<file path="config.mk">
export PLATFORM = sky130hd
export DESIGN_NAME = inst_fetch
export DESIGN_NICKNAME = d
export VERILOG_FILES = /design/src/rtl/inst_fetch.sv
export SDC_FILE = /design/constraint.sdc
export NUM_CORES = 1
export LEC_CHECK = 0
export CORE_UTILIZATION = 40
export DETAILED_ROUTE_END_ITERATION = 16
export PLACE_DENSITY = 0.75
export SETUP_SLACK_MARGIN = 0.15
export SLEW_MARGIN = 5
export SYNTH_ARGS = -nofsm -noshare
export SYNTH_HDL_FRONTEND = slang
export SYNTH_SLANG_ARGS = --single-unit
</file>
<file path="constraint.sdc">
create_clock -name clk -period 2.4 [get_ports clk]
set_input_delay 0.48 -clock clk [delete_from_list [all_inputs] [get_ports clk]]
set_output_delay 0.48 -clock clk [all_outputs]
set_load 0.005 [all_outputs]
</file>
<file path="src/rtl/inst_fetch.sv">
// MIPS instruction-fetch stage: PC register, instruction-memory initiator and the IF/ID register.
// Handles stall, flush, delayed-branch redirect and exception redirect, and flags misaligned fetches.
module inst_fetch #(
  parameter logic [31:0] RESET_PC = 32'h0000_0000
) (
  input  logic        clk,
  input  logic        rst,
  input  logic        stall,
  input  logic        flush,
  input  logic        branch_taken,
  input  logic [31:0] branch_target,
  input  logic        exc_req,
  input  logic [31:0] exc_pc,
  output logic        inst_ce,
  output logic [31:0] inst_addr,
  input  logic [31:0] inst_data,
  output logic [31:0] id_pc,
  output logic [31:0] id_inst,
  output logic        id_valid,
  output logic        id_adel
);
  typedef enum logic {IDLE = 1'b0, RUN = 1'b1} state_t;

  state_t      state;
  logic [31:0] pc;
  logic        misaligned;

  assign inst_addr  = pc;
  assign misaligned = (pc[1:0] != 2'b00);

  always_ff @(posedge clk) begin
    if (rst) begin
      state    <= IDLE;
      pc       <= RESET_PC;
      inst_ce  <= 1'b0;
      id_pc    <= 32'h0;
      id_inst  <= 32'h0;
      id_valid <= 1'b0;
      id_adel  <= 1'b0;
    end else begin
      case (state)
        IDLE: begin
          state    <= RUN;
          inst_ce  <= 1'b1;
          id_pc    <= pc;
          id_inst  <= 32'h0;
          id_valid <= 1'b0;
          id_adel  <= 1'b0;
        end
        RUN: begin
          inst_ce <= 1'b1;
          // A taken branch does not squash the current fetch: that is the delay slot.
          if (exc_req)           pc <= exc_pc;
          else if (stall)        pc <= pc;
          else if (branch_taken) pc <= branch_target;
          else                   pc <= pc + 32'd4;

          if (exc_req || flush) begin
            id_pc    <= pc;
            id_inst  <= 32'h0;
            id_valid <= 1'b0;
            id_adel  <= 1'b0;
          end else if (!stall) begin
            id_pc    <= pc;
            id_valid <= 1'b1;
            id_inst  <= misaligned ? 32'h0 : inst_data;
            id_adel  <= misaligned;
          end
        end
        default: state <= IDLE;
      endcase
    end
  end
endmodule

</file>
Word level (Yosys, flattened, before mapping)

Index checks and enable logic that the tools add are counted.

Add/subtract/negate cells: 1
Eq/ne operators: 2
Mux-type cells: 17
Bitwise gates (word level): 1
Reductions and logical operators: 3

Operator list:

| operator                | count |
|---|---|
| $mux W32                | 8 |
| $pmux W32 S2            | 2 |
| $add A32 B3 Y32 const B | 1 |
| $mux W1                 | 5 |
| $pmux W1 S2             | 2 |
| $ne A3 B2 Y1 const B    | 1 |
| $ne A2 B1 Y1 const B    | 1 |
| $reduce_and A2 Y1       | 1 |
| $reduce_bool A2 Y1      | 1 |
| $logic_or A1 B1 Y1      | 1 |
| $not A1 Y1              | 1 |

Bits in registers: 99
Input port bits: 102
Output and inout port bits: 99
Word-level logic and storage cells: 30

Logic depth before layout (Yosys ltp)

Gate-level depths: netlist (run 1).

Depth in word-level cells: 5
Depth in mapped cells: 8
Depth with buffers taken out: 6

Worst setup path after synthesis (run 1)

No wires, ideal clock.

Kind: input port to flip-flop
Start point: in branch_taken
End point: reg pc[30] (netlist: inst_addr[30])
Library setup time: 79 ps
Arrival: 1,871 ps
Setup slack: 450 ps
Stages on the path: 7
Buffers on the path: 2
Cell sequence: clkbuf_1 or2_2 clkbuf_1 nor2_1 nand2_1 or4_1 o211ai_1

Word-level cells in the longest chain between the ends: 3

RTL lines:

| item                 | line | text |
|---|---|---|
| start, declared      | 10   | `input logic branch_taken,` |
| $mux W32             | 55   | `else if (branch_taken) pc <= branch_target;` |
| $mux W32             | 54   | `else if (stall) pc <= pc;` |
| $mux W32             | 53   | `if (exc_req) pc <= exc_pc;` |
| end signal, assigned | 53   |  |
| end signal, assigned | 54   |  |
| end signal, assigned | 55   |  |
| end, declared        | 25   | `logic [31:0] pc;` |

No other way between the ends. The select of a mux whose other input is x is not followed.
A chain may end at the register's enable or synchronous reset.

Final worst setup path (run 1)

Start point: reg pc[3] (netlist: inst_addr[3])
End point: reg pc[26] (netlist: inst_addr[26])

Word-level cells in the longest chain between the ends: 4

RTL lines:

| item            | line | text |
|---|---|---|
| $add A32 B3 Y32 | 56   | `else pc <= pc + 32'd4;` |
| $mux W32        | 55   |  |
| $mux W32        | 54   |  |
| $mux W32        | 53   |  |

No other way between the ends. The select of a mux whose other input is x is not followed.

==> flow_summary_export.csv, run 1 <==
group,metric,value,unit
routing,wl_per_cell,17.2,microns
clocking,htreeDepth,3,
setup_path,worstPathCellList,"ha_1 -> nand4_1 -> nor3_4 -> nand3_1 -> o31a_1 -> a32o_1",
yosys,ys_ff_latch,99,
global_route,overflow,0,
finish,multi_input_area,2260,sq um
setup_path,cp_max_fo,5,
clocking,cts_tree,"done",
routing,vias,5069,
sta,slew_headroom,72.5,%
sta,maxSlewViolCount,0,
global_route,grt_pass1_wl,24.2,mm
yosys,syn-cell-area,4440,sq um
finish,fillers,925,
run_status,status,"completed",
sta,fmax,487,MHz
setup_path,critPathMaxStageDelay,0.35,ns
global_route,grt_usage,26.7,%
yosys,synth_cells,550,
die,die_w,107,microns
worst_hold_path,worstHoldPathCells,2,
clocking,clock_path_buffers,2,
setup_path,cp.arrival,2.31,ns
yosys,synthesis.nets,653,
worst_hold_path,hold_start,"id_pc[1]",
routing,vias_per_cell,5.64,
routing,drc,0,
die,core_area,10800,sq um
die,start_util,41.0,%
die,die_area,11500,sq um
finish,nets,857,
clocking,post_cts_resized,0,
sta,tightest_slew,0.410,ns
setup_path,critPathLaunchType,"register",
sta,period_share,85.5,%
setup_path,endpoint_kind,"register",
global_route,antenna_found_initial,0,
placed_design,place_area,6790,sq um
routing,wl,15.5,mm
placed_design,place_congestion,0.855,
sta,rsz0062_at_grt,"no",
setup_path,r2r_start,"inst_addr[3]",
worst_hold_path,min_to,"id_pc[1]",
sta,finalHoldViolCount,0,
sta,tns,0,ns
finish,final-seq-area,1980,sq um
clocking,clock_latency,0.36,ns
placed_design,dp_hpwl,11.2,mm
setup_path,rr_endpoint,"inst_addr[26]",
clocking,hold_buffers,0,
power,p_leak,2.50,nW
placed_design,numPortBuffers,200,
yosys,ys_warn_count,0,
finish,area_growth,57.9,%
finish,drive_gt1_share,8.56,%
setup_path,critPathKind,"register to register",
finish,design_area,7020,sq um
sta,fin_worst_skew,0.0107,ns
power,ir_drop,365,uV
die,die_h,107,microns
yosys,async_flop_share,0,%
setup_path,r2r_slack,0.35,ns
setup_path,slowest_stage,"dfxtp_1",
setup_path,crit_required,2.66,ns
worst_hold_path,hp-class,"register to register",
global_route,grt_pass1_vias,4868,
clocking,cts_buffers,9,
job,cap_viol_max_count,0,
yosys,synth_ff_type,"dfxtp_1",
yosys,syn_avg_cell_area,8.08,sq um
finish,antenna_cells,0,
clocking,cts_setup_buffers,0,
routing,first_pass_iters,6,
die,rows,38,
clocking,clock-root-buffer,"clkbuf_8",
clocking,clk_pin_slew,0.10,ns
yosys,ys_types,59,
die,ios,201,
global_route,grt_max_degree,94,
sta,finalSetupViolCount,0,
power,pwr_density_cell,518,nW/um^2
yosys,synth_edf_count,0,
yosys,ys_seq_area_share,44.6,%
setup_path,reg2regPathDepth,6,
routing,ant_nets,0,
routing,drt_iter0_drc,343,
sta,fin_crit,2.05,ns
clocking,clock-sinks,99,
power breakdown:
part / switching (mW) / internal [mW] / total, mW / leakage (nW)
Sequential: 0.0622 / 1.71 / 1.77 / 0.805
Combinational: 0.277 / 0.380 / 0.657 / 1.59
Clock: 0.611 / 0.603 / 1.21 / 0.109
synth_stat cells (all sizes together) (2+ instances only):
library cell | instances | area (sq um)
o31ai | 2 | 15.0
nand3 | 12 | 77.6
o211a | 2 | 20.0
o311ai | 2 | 17.5
inv | 14 | 52.6
o41ai | 4 | 35.0
a21oi | 59 | 295
a311oi | 3 | 26.3
a2bb2oi | 3 | 26.3
and3 | 4 | 26.3
a221oi | 4 | 35.0
dfxtp | 99 | 1980
or4 | 2 | 15.0
nor2 | 53 | 199
buf | 4 | 17.5
nand2 | 99 | 379
and4 | 2 | 18.8
o32ai | 6 | 52.6
nand4 | 8 | 56.3
o22ai | 5 | 31.3
mux2i | 2 | 20.0
nor3 | 8 | 56.3
clkbuf | 37 | 140
a22o | 2 | 17.5
a221o | 5 | 50.1
and2 | 2 | 13.8
a22oi | 47 | 353
a21o | 3 | 22.5
o21ai | 24 | 120
o211ai | 8 | 60.1
a31oi | 2 | 12.5
o31a | 6 | 52.6
nor2b | 2 | 12.5
nor4 | 3 | 33.8
sequential cells by signal, indices dropped and copies added (netlist names):
register   flops
state          1
inst_addr     32
id_adel        1
id_inst       32
id_pc         32
id_valid       1
cells in the final DEF, fill, tap and decap left out, types with 3 or more instances in the layout:
| master | count |
|---|---|
| o41ai_1 | 4 |
| a22oi_1 | 47 |
| clkdlybuf4s50_1 | 199 |
| o22ai_1 | 5 |
| nand3_1 | 10 |
| a311oi_1 | 3 |
| buf_4 | 30 |
| o31a_1 | 6 |
| nand2_1 | 98 |
| a221o_1 | 5 |
| dfxtp_1 | 99 |
| and3_1 | 3 |
| o21ai_0 | 23 |
| nor3_1 | 6 |
| a21o_1 | 3 |
| o211ai_1 | 8 |
| inv_1 | 14 |
| o32ai_1 | 6 |
| nand4_1 | 7 |
| buf_12 | 5 |
| nor2_1 | 52 |
| clkbuf_8 | 9 |
| a221oi_1 | 4 |
| a2bb2oi_1 | 3 |
| a21oi_1 | 59 |
through the flow:
| step | setup slack [ns] | total power, mW | hold slack [ns] | utilization [%] | instances |
|---|---|---|---|---|---|
| global placement | 0.0868 | 2.45 | 0.438 | 62.7 | 883 |
| global route | 0.184 | 3.80 | 0.474 | 64.7 | 899 |
| floorplan | 0.450 | 2.03 | 0.448 | - | 550 |
| CTS | 0.364 | 3.66 | 0.458 | 64.7 | 899 |
| finish | 0.349 | 3.64 | 0.456 | 64.7 | 899 |
| detailed placement | 0.0777 | 2.46 | 0.447 | 62.7 | 883 |
cell type report:
class,instances,share of cell area [%]
Clock buffer,10,1.82
Sequential cell,99,28.2
Multi-Input combinational cell,395,32.2
Timing Repair Buffer,234,33.0
Tap cell,140,2.50
Inverter,15,0.802
Clock inverter,6,1.37
metal layers:
metal,track usage [%],part of all wire (%),up-vias
met5,0,0,-
li1,-,-,2412
met1,33.8,40,2367
met4,7.14,1.1,0
met2,44.3,47,275
met3,7.87,11,15
critical path: cells and delay by family, from the launching register on:
family,cells,cell delay [ns]
fa+ha+maj,1,0.26
flops,1,0.35
simple gates,3,0.81
compound gates,2,0.55
cells by family after synthesis:
group,count (synthesis),share of synthesized area [%]
compound gates,194,29.4
fa+ha+maj,1,0.282
buf+inv,56,4.82
flops,99,44.6
mux,2,0.451
simple gates,198,20.4
how the worst max path moves through the flow:
stage                             start       endpoint  slack (ns)  cells past startpoint
after floorplan            branch_taken  inst_addr[30]        0.45                      7
after global placement          exc_req  inst_addr[31]        0.09                      6
after detailed placement        exc_req  inst_addr[31]        0.08                      6
after CTS                 inst_addr[13]  inst_addr[26]        0.36                      5
after global routing      inst_addr[13]  inst_addr[26]        0.18                      5
final                      inst_addr[3]  inst_addr[26]        0.35                      6
(Power assumes the default switching activity.)
==> inputs of run 2 (changes only) <==
--- a/config.mk
+++ b/config.mk
@@ -5,6 +5,7 @@
 export SDC_FILE = /design/constraint.sdc
 export NUM_CORES = 1
 export LEC_CHECK = 0
+export CORE_MARGIN = 4
 export CORE_UTILIZATION = 40
 export DETAILED_ROUTE_END_ITERATION = 16
 export PLACE_DENSITY = 0.75
==> constraint.sdc (replaced) <==
create_clock -name clk -period 2.4 [get_ports clk]
set_input_delay 0.36 -clock clk [delete_from_list [all_inputs] [get_ports clk]]
set_output_delay 0.36 -clock clk [all_outputs]
set_load 0.005 [all_outputs]
==> run 2 against run 1 <==
  * Total power down 4.9%
  * Largest cell class is now multi-input combinational cells
  * Wire length increased by 2.7%
  * Combinational power shrank 1%
  * Sequential power barely moved
  * Maximum frequency increased by 1.5%
  * Die area grew 11%
  * Global-route usage is 2.4 points lower
==> flow_summary_export.csv, run 2 (synthesis gave the netlist of run 1 again) <==
group,metric,value,unit
placed_design,place_inst,882,
die,core_area,10800,sq um
finish,antenna_cells,0,
clocking,cts_tree,"done",
worst_hold_path,hp-class,"input port to register",
finish,fin_util,63.8,%
finish,nets,856,
die,ios,201,
setup_path,crit_end,"inst_addr[30]",
setup_path,endpoint_kind,"register",
setup_path,rr_endpoint,"inst_addr[30]",
global_route,antenna_found_initial,0,
sta,rsz0062_at_grt,"no",
finish,final_common_cell,"clkdlybuf4s50_1",
clocking,clock_latency,0.36,ns
setup_path,r2r_slack,0.38,ns
routing,vias_per_cell,5.58,
job,cap_viol_max_count,0,
global_route,grt_pass1_vias,4931,
placed_design,place_area,6740,sq um
clocking,cts_buffers,9,
global_route,grt_max_degree,65,
power,ir_drop,283,uV
clocking,htreeDepth,3,
setup_path,cp_max_fo,8,
power,pwr_density_cell,500,nW/um^2
setup_path,crit_cells,5,
routing,drc,0,
sta,fin_crit,2.02,ns
die,die_w,113,microns
setup_path,slowest_stage,"or4_1",
routing,vias,5004,
setup_path,worstPathCellList,"and3_1 -> and4_1 -> nand2_1 -> or4_1 -> o211ai_1",
placed_design,place_ws,0.136,ns
sta,tightest_slew,0.507,ns
clocking,clock-root-buffer,"clkbuf_8",
placed_design,dp_hpwl,11.8,mm
setup_path,critPathMaxStageDelay,0.53,ns
setup_path,critPathLaunch,"inst_addr[14]",
setup_path,crit_required,2.69,ns
setup_path,reg2regPathDepth,5,
setup_path,critPathLaunchType,"register",
routing,wl_per_cell,17.7,microns
setup_path,cp_num_buf_inv,0,
routing,wl,15.9,mm
setup_path,r2r_start,"inst_addr[14]",
sta,tns,0,ns
sta,fin_worst_skew,0.0154,ns
clocking,hold_buffers,0,
clocking,clock-sinks,99,
placed_design,numPortBuffers,200,
run_status,status,"completed",
die,die_h,113,microns
sta,slew_headroom,66.2,%
sta,finalSetupViolCount,0,
routing,drt_iter0_drc,329,
clocking,clk_pin_slew,0.10,ns
clocking,cts_setup_buffers,0,
finish,area_growth,55.7,%
global_route,grt_pass1_wl,25.4,mm
power,p_leak,2.46,nW
finish,final_cell_mix,"199 x clkdlybuf4s50_1, 99 x dfxtp_1, 98 x nand2_1",
die,start_util,41.0,%
sta,maxSlewViolCount,0,
clocking,post_cts_resized,0,
sta,period_share,84.2,%
sta,fmax,495,MHz
clocking,clock_path_buffers,2,
finish,stdcell_count,897,
setup_path,crit_family,"simple AND/OR/NAND/NOR gates",
routing,ant_nets,0,
global_route,overflow,0,
routing,first_pass_iters,5,
sta,whs,0.323,ns
setup_path,critPathKind,"register to register",
power,power,3.46,mW
placed_design,place_congestion,0.865,
finish,drive_gt1_share,8.32,%
sta,finalHoldViolCount,0,
sta,layout_setup_ws,0.378,ns
setup_path,cp.arrival,2.31,ns
die,die_area,12900,sq um
die,rows,38,
finish,design_area,6920,sq um
global_route,grt_usage,24.3,%
## run 2: worst min path at each step
stage | startpoint | end | slack, ns | depth (start not counted)
2_1_floorplan | id_pc[7] | id_pc[7] | 0.45 | 2
3_3_place_gp | id_pc[16] | id_pc[16] | 0.44 | 2
3_5_place_dp | id_pc[17] | id_pc[17] | 0.45 | 2
4_1_cts | rst | state | 0.31 | 2
5_1_grt | rst | state | 0.32 | 2
6_report | rst | state | 0.32 | 2
## run 2: worst register-to-register path, cell delays in order (launching register included)
cell and delay (ns):
dfxtp_1 0.45, and3_1 0.28, and4_1 0.44, nand2_1 0.16, or4_1 0.53, o211ai_1 0.10
## run 2: routing by layer
metal,share of wire (%),vias to the layer above,global-route usage (%)
met5,0,-,0
met4,0.96,0,5.77
met3,11,10,8.86
met2,46,242,39.1
met1,42,2344,31.2
li1,-,2408,-
## run 2: cell type report
class / instances / area (sq um)
Fill cell: 950 / 3920
Multi-Input combinational cell: 395 / 2260
Timing Repair Buffer: 233 / 2260
Sequential cell: 99 / 1980
Tap cell: 140 / 175
Clock buffer: 10 / 128
Inverter: 15 / 56.3
Clock inverter: 5 / 55.1
## run 2: power breakdown
group | switching (mW) | internal, mW | total, mW
logic | 0.277 | 0.371 | 0.648
clock network | 0.570 | 0.474 | 1.04
registers | 0.0613 | 1.70 | 1.77
